[src/rtl/byte_to_f36_framer.sv]
// Packs a byte stream with end-of-frame marker into 36-bit {flags, data} FIFO words.
// Frames longer than MAX_BYTES are cut short with a forced EOF and the tail is dropped.
module byte_to_f36_framer #(
   parameter int MAX_BYTES = 1514,
   parameter int CNT_W     = 16
) (
   input  logic             clk,
   input  logic             reset_n,
   input  logic [7:0]       data_in,
   input  logic             data_in_en,
   input  logic             data_in_last,
   output logic             data_in_rdy,
   output logic [31:0]      wr_data_o,
   output logic [3:0]       wr_flags_o,
   output logic             wr_src_rdy_o,
   input  logic             wr_dst_rdy_i,
   output logic [CNT_W-1:0] trunc_count,
   output logic             busy
);
   localparam int FB_W = $clog2(MAX_BYTES + 1);
   localparam logic [FB_W-1:0] MAX_FB = FB_W'(MAX_BYTES);

   typedef enum logic [1:0] {
      IDLE  = 2'd0,
      ACCUM = 2'd1,
      DROP  = 2'd2
   } state_e;

   state_e            state_q, state_d;
   logic [23:0]       acc_q, acc_d;
   logic [1:0]        idx_q, idx_d;
   logic [FB_W-1:0]   fb_q, fb_d;
   logic              sof_pend_q, sof_pend_d;
   logic              out_valid_q, out_valid_d;
   logic [31:0]       data_q, data_d;
   logic [3:0]        flags_q, flags_d;
   logic [CNT_W-1:0]  trunc_q, trunc_d;
   logic              busy_q, busy_d;

   logic              accept_s;
   logic              hit_max_s;
   logic              eof_s;
   logic [FB_W-1:0]   fb_inc_s;
   logic [31:0]       word_s;

   // Next-state: packing, framing, truncation and output register handshake
   always_comb begin
      state_d     = state_q;
      acc_d       = acc_q;
      idx_d       = idx_q;
      fb_d        = fb_q;
      sof_pend_d  = sof_pend_q;
      data_d      = data_q;
      flags_d     = flags_q;
      trunc_d     = trunc_q;
      out_valid_d = out_valid_q;

      // DROP never loads the output register, so it can always swallow bytes
      data_in_rdy = (state_q == DROP) || !out_valid_q || wr_dst_rdy_i;
      accept_s    = data_in_en && data_in_rdy;
      fb_inc_s    = fb_q + FB_W'(1);
      hit_max_s   = (fb_inc_s == MAX_FB);
      eof_s       = data_in_last || hit_max_s;

      word_s = {acc_q, 8'h00};
      case (idx_q)
         2'd0:    word_s[31:24] = data_in;
         2'd1:    word_s[23:16] = data_in;
         2'd2:    word_s[15:8]  = data_in;
         default: word_s[7:0]   = data_in;
      endcase

      if (out_valid_q && wr_dst_rdy_i) begin
         out_valid_d = 1'b0;
      end else begin
         out_valid_d = out_valid_q;
      end

      if (accept_s && (state_q != DROP)) begin
         fb_d    = fb_inc_s;
         state_d = ACCUM;
         if (eof_s || (idx_q == 2'd3)) begin
            out_valid_d = 1'b1;
            data_d      = word_s;
            flags_d     = {(eof_s ? idx_q + 2'd1 : 2'd0), eof_s, sof_pend_q};
            sof_pend_d  = eof_s;
            acc_d       = 24'h000000;
            idx_d       = 2'd0;
         end else begin
            acc_d = word_s[31:8];
            idx_d = idx_q + 2'd1;
         end
         if (data_in_last) begin
            state_d = IDLE;
            fb_d    = '0;
         end else if (hit_max_s) begin
            state_d = DROP;
            fb_d    = '0;
            if (trunc_q != {CNT_W{1'b1}}) begin
               trunc_d = trunc_q + CNT_W'(1);
            end else begin
               trunc_d = trunc_q;
            end
         end else begin
            state_d = ACCUM;
         end
      end else if (accept_s && data_in_last) begin
         state_d = IDLE;
      end else begin
         state_d = state_q;
      end

      busy_d = (state_d != IDLE) || out_valid_d;
   end

   // State and output registers
   always_ff @(posedge clk or negedge reset_n) begin
      if (!reset_n) begin
         state_q     <= IDLE;
         acc_q       <= 24'h000000;
         idx_q       <= 2'd0;
         fb_q        <= '0;
         sof_pend_q  <= 1'b1;
         out_valid_q <= 1'b0;
         data_q      <= 32'h00000000;
         flags_q     <= 4'h0;
         trunc_q     <= '0;
         busy_q      <= 1'b0;
      end else begin
         state_q     <= state_d;
         acc_q       <= acc_d;
         idx_q       <= idx_d;
         fb_q        <= fb_d;
         sof_pend_q  <= sof_pend_d;
         out_valid_q <= out_valid_d;
         data_q      <= data_d;
         flags_q     <= flags_d;
         trunc_q     <= trunc_d;
         busy_q      <= busy_d;
      end
   end

   assign wr_data_o    = data_q;
   assign wr_flags_o   = flags_q;
   assign wr_src_rdy_o = out_valid_q;
   assign trunc_count  = trunc_q;
   assign busy         = busy_q;

endmodule

[config.mk]
export PLATFORM = sky130hd
export DESIGN_NAME = byte_to_f36_framer
export DESIGN_NICKNAME = d
export VERILOG_FILES = /design/src/rtl/byte_to_f36_framer.sv
export SDC_FILE = /design/constraint.sdc
export NUM_CORES = 1
export LEC_CHECK = 0
export BUFFER_PORTS_ARGS = -buffer_cell sky130_fd_sc_hd__buf_2
export CAP_MARGIN = 0
export CORE_UTILIZATION = 35
export CTS_CLUSTER_SIZE = 10
export DETAILED_ROUTE_END_ITERATION = 7
export PLACE_DENSITY = 0.62
export REMOVE_ABC_BUFFERS = 1
export SLEW_MARGIN = 20
export SYNTH_ARGS = -nofsm -noshare
export SYNTH_HDL_FRONTEND = slang
export SYNTH_SLANG_ARGS = --single-unit
export TNS_END_PERCENT = 1
[constraint.sdc]
create_clock -name clk -period 5.3 [get_ports clk]
set_input_delay 0.795 -clock clk [delete_from_list [all_inputs] [get_ports clk]]
set_output_delay 0.795 -clock clk [all_outputs]
set_load 0.02 [all_outputs]
# Yosys cells after proc, flatten, opt, wreduce, memory -nomap -nowiden
# Cells that the tools add are included.
[totals]
reg_bits = 94
[classes]
addsub = 3
eq_ne = 7
mux = 16
n_bitwise = 1
n_reduce_logical = 15
[ops]
columns = ["cell", "n"]
rows = [
  ["two-way mux 8 bit", 4],
  ["two-way mux 24 bit", 1],
  ["two-way mux 11 bit", 2],
  ["adder 16 x 1 -> 16 bit (second input constant)", 1],
  ["inequality test 16 bit (second input constant)", 1],
  ["two-way mux 2 bit", 6],
  ["adder 11 x 1 -> 11 bit (second input constant)", 1],
  ["== test 11 bit (second input constant)", 1],
  ["== test 2 bit (second input constant)", 3],
  ["logical OR 1 bit", 5],
  ["logical AND 1 bit", 4],
  ["AND reduction 4 bit", 1],
  ["two-way mux 1 bit", 3],
  ["OR reduction 3 bit", 1],
  ["adder 2 x 1 -> 2 bit (second input constant)", 1],
  ["== test 2 x 1 -> 1 bit (second input constant)", 1],
  ["zero test 2 bit", 1],
  ["inequality test 2 bit (second input constant)", 1],
  ["AND reduction 2 bit", 1],
  ["nonzero test 2 bit", 1],
  ["zero test 1 bit", 1],
  ["inverter 1 bit", 1],
]

# Depth between registers and ports, before layout
[depth]
ltp_word = 9
mapped_depth = 10
depth_no_buf = 8

# Least setup slack after synthesis
# No wires, ideal clock.
[synth_timing]
kind = "flip-flop to flip-flop"
start = "register fb_q[0]"
end = "register data_q[13] (netlist: wr_data_o[13])"
arrival_time_ns = 2.321
slack_ns = 2.851
path_stages_with_launch = 10
path_buffers = 2
period_less_slack_ns = 2.449
path_cell_list = "dfrtp_1 ha_1 a31o_1 a211oi_2 o221ai_2 a211oi_4 o21a_1 buf_4 buf_8 mux2_1"
[synth_between]
elab_chain_len = 5
[synth_lines]
columns = ["item", "line", "rtl"]
rows = [
  ["start: declaration", "32", "logic [FB_W-1:0] fb_q, fb_d;"],
  ["start signal: assignment", "122", "fb_q <= '0;"],
  ["start signal: assignment", "133", "fb_q <= fb_d;"],
  ["adder 11 x 1 -> 11 bit", "61", "fb_inc_s = fb_q + FB_W'(1);"],
  ["== test 11 bit", "62", "hit_max_s = (fb_inc_s == MAX_FB);"],
  ["logical OR 1 bit", "63", "eof_s = data_in_last || hit_max_s;"],
  ["logical OR 1 bit", "82", "if (eof_s || (idx_q == 2'd3)) begin"],
  ["AND reduction 2 bit (no source line)", "--", ""],
  ["end signal: assignment", "136", "data_q <= data_d;"],
  ["end: declaration", "35", "logic [31:0] data_q, data_d;"],
]
# Every way passes these cells.
# A chain may end at the register's enable or synchronous reset.

# Final worst setup path
[layout_timing]
start = "input port wr_dst_rdy_i"
end = "register trunc_q[1] (netlist: trunc_count[1])"
[layout_between]
elab_chain_len = 4
[layout_lines]
columns = ["item", "line", "rtl"]
rows = [
  ["start: declaration", "16", "input logic wr_dst_rdy_i,"],
  ["logical OR 1 bit", "59", "data_in_rdy = (state_q == DROP) || !out_valid_q || wr_dst_rdy_i;"],
  ["logical AND 1 bit", "60", "accept_s = data_in_en && data_in_rdy;"],
  ["logical AND 1 bit", "79", "if (accept_s && (state_q != DROP)) begin"],
  ["AND reduction 4 bit (no source line)", "--", ""],
  ["end signal: assignment", "138", "trunc_q <= trunc_d;"],
  ["end: declaration", "37", "logic [CNT_W-1:0] trunc_q, trunc_d;"],
]
# Every way passes these cells.

==> flow_summary.yaml <==
grt:
  grt_first_pass_wirelength_um: 15600
  maximum_number_of_pins_on_one_net_before_global_route_repair: 54
  grt_overflow_total: 0
  groute.usage.overall: 0.156
  first_global_vias: 2878
  antenna_found_initial: 0
final_layout:
  final_cell_area_um2: 5190
  final-instance-count-excl-fill: 591
  finalCoreUtilization: 0.424
  insertedDiodeCount: 0
  area_growth_syn_to_layout_pct: 16.0
  nNetsFinal: 439
  fraction_of_final_layout_cells_with_drive_strength_greater_than_1: 0.314
placed_design:
  buffer_ports.inserted: 67
  detailedPlacementHpwl_um: 6680
  dp_cells: 575
  placer_congestion: 0.805
  place_ws_ns: 1.73
  cell_area_after_placement_um2: 4900
worst_hold_path:
  hold_start: "wr_flags_o[1]"
  worst_hold_endpoint: "wr_flags_o[1]"
  hold_path_class: "flip-flop to flip-flop"
  hold_path_depth: 1
sta:
  timing.hold.ws_ns: 0.481
  worst_pin_slew_ns: 0.808
  fin_crit_ns: 3.25
  finalSetupViolations: 0
  worst_clock_skew_ns: 0.00950
  timing.final.hold_violations: 0
  setup_repair_after_global_routing_missed_its_margin: "no"
  final_max_slew_viol_count: 0
  top_achievable_clock_speed_ghz: 0.307
  slew_headroom: 0.459
  final.setup.worst_slack_ns: 2.05
  timing.final.crit_share: 0.614
  fin_setup_tns_ns: 0
run_status:
  run_status: "complete, no violations"
logic_synthesis:
  synth_flop_cell: "sky130_fd_sc_hd__dfrtp_1"
  ys_ff_latch: 94
  synth.lib_cells_used.distinct: 50
  yosys.area.top_type: "sky130_fd_sc_hd__dfrtp_1"
  async_reset_ff_frac: 1.00
  ys_warn_count: 0
  synth_edf_count: 0
  netlist_area_um2: 4480
  yosysTopAreaCellShare: 0.520
  synth_area_leaders: "sky130_fd_sc_hd__dfrtp_1 52%, sky130_fd_sc_hd__mux2_2 7.8%, sky130_fd_sc_hd__a22o_1 6.8%"
  synthesis.area_per_instance_um2: 12.5
  synth-seq-area-share: 0.525
  syn-instance-count: 359
floorplan:
  floorplan.initialDensity: 0.365
  die-area_um2: 13300
  die-height_um: 115
  core_um2: 12300
  std_cell_rows: 40
  die_width_um: 115
  io-pin-count: 68
critical_path:
  timing.setup.critical_path_class: "input port to flip-flop"
  r2r_slack_ns: 2.16
  regToRegStartpoint: "fb_q[0]"
  critical_path_peak_fanout: 15
  critPathMaxStageDelay_ns: 0.78
  cp.arrival_ns: 3.49
  endpoint_kind: "flip-flop"
  crit_top_cell: "sky130_fd_sc_hd__nand2b_1"
  setup.worst_path.start_class: "input port"
  crit_path_cell_trace: "buf_2 -> nand2b_1 -> and3_1 -> nand2b_1 -> nor2_1 -> nand2_1 -> mux2_2"
  worst_reg_to_reg_path_cell_count: 8
  regToRegEndpoint: "wr_data_o[13]"
  critical_path_required_ns: 5.53
  crit_path_top_delay_cell: "sky130_fd_sc_hd__nor2_1"
detailed_routing:
  viasPerCell: 5.16
  drt-pass1-iter-count: 6
  antenna_left: 0
  drt_iter0_drc: 178
  postRouteWirelength_um: 9810
  avgRoutedWirePerCell_um: 16.6
  post-route-drc-count: 0
  routed-via-count: 3049
clock_tree:
  cts_hold_repair.buffers: 0
  cts_made_buffers: 9
  clk_root_buffer_cell: "sky130_fd_sc_hd__clkbuf_16"
  cts_setup_buffers: 0
  postCtsResizedCells: 0
  clock_latency_ns: 0.35
  htreeDepth: 3
  worst_setup_hold_path_clk_slew_ns: 0.07
  cts_tree: "done"
  cts_buffer_depth: 2
  clock-sinks: 94
pwr:
  fin_total_pwr_mw: 2.25
  irDropWorstVdd_mv: 0.154
  p_leak_nw: 2.47
  power.density_cell_area_nw_per_um2: 433
job:
  cap_violations: 0
-- critical path, delay by kind of cell --
family / cells / cell delay [ns]
multiplexers: 1 / 0.31
buffers and inverters: 1 / 0.09
AND/OR/NAND/NOR: 5 / 2.30
-- kinds of logic (layout without fill, tap and decap cells) --
logic type | Yosys count | count (layout) | share of synthesized area
xor+xnor | 21 | 21 | 0.0411
buf+inv | 27 | 91 | 0.0360
flops | 94 | 94 | 0.525
mux | 51 | 51 | 0.128
compound gates | 67 | 67 | 0.127
fa+ha+maj | 8 | 8 | 0.0223
simple gates | 91 | 91 | 0.120
-- sequential cells by signal, summed over array words and instances, names as in the netlist --
register,count
fb_q,11
wr_data_o,32
wr_src_rdy_o,1
state_q,2
wr_flags_o,4
sof_pend_q,1
busy,1
trunc_count,16
idx_q,2
acc_q,24
-- cells in the mapped netlist, drive strengths merged, types with 5 or more instances --
cell / number
and3: 8
dfrtp: 93
nand3: 11
mux2: 51
inv: 6
o31ai: 5
clkbuf: 6
nand2: 20
a22o: 35
ha: 8
nand4: 14
xnor2: 17
nor2: 16
buf: 15
o21ai: 7
-- layer usage --
metal | vias to the layer above | part of all wire | track usage | wire, um
li1 | 1441 | - | - | -
met5 | - | 0 | 0 | 0
met3 | 8 | 0.047 | 0.0395 | 461
met2 | 71 | 0.46 | 0.229 | 4560
met1 | 1529 | 0.48 | 0.224 | 4690
met4 | 0 | 0.011 | 0.0511 | 106
-- cells in the final DEF, fill, tap and decap left out, drive strengths merged, types with 3 or more instances in the layout --
master  instances
a21o            3
a22o           35
a31oi           4
and2            3
and3            8
buf            69
clkbuf          9
clkinv          3
dfrtp          93
ha              8
inv            10
mux2           51
nand2          20
nand2b          3
nand3          11
nand4          14
nor2           16
nor3            3
nor4b           3
o21a            3
o21ai           7
o31ai           5
xnor2          17
xor2            4
-- power by group --
part | switching, mW | internal [mW] | total [mW]
clock network | 0.299 | 0.329 | 0.628
logic | 0.357 | 0.283 | 0.640
registers | 0.102 | 0.880 | 0.983
-- layout make-up --
| cell class | instances | area [um2] |
|---|---|---|
| Clock buffer | 9 | 225 |
| Sequential cell | 94 | 2350 |
| Tap cell | 168 | 210 |
| Clock inverter | 7 | 65.1 |
| Timing Repair Buffer | 69 | 353 |
| Inverter | 6 | 22.5 |
| Multi-Input combinational cell | 238 | 1970 |
| Fill cell | 1171 | 7070 |
-- how the worst max path moves through the flow --
stage / depth (start not counted) / startpoint / to / slack [ns]
3_5_place_dp: 7 / wr_dst_rdy_i / trunc_count[1] / 1.73
2_1_floorplan: 7 / fb_q[0] / wr_data_o[10] / 1.85
3_3_place_gp: 7 / wr_dst_rdy_i / trunc_count[1] / 1.80
4_1_cts: 8 / fb_q[0] / wr_data_o[12] / 1.81
5_1_grt: 7 / wr_dst_rdy_i / trunc_count[1] / 1.90
6_report: 7 / wr_dst_rdy_i / trunc_count[1] / 2.05
No activity file was read; power rests on OpenSTA's default activity.
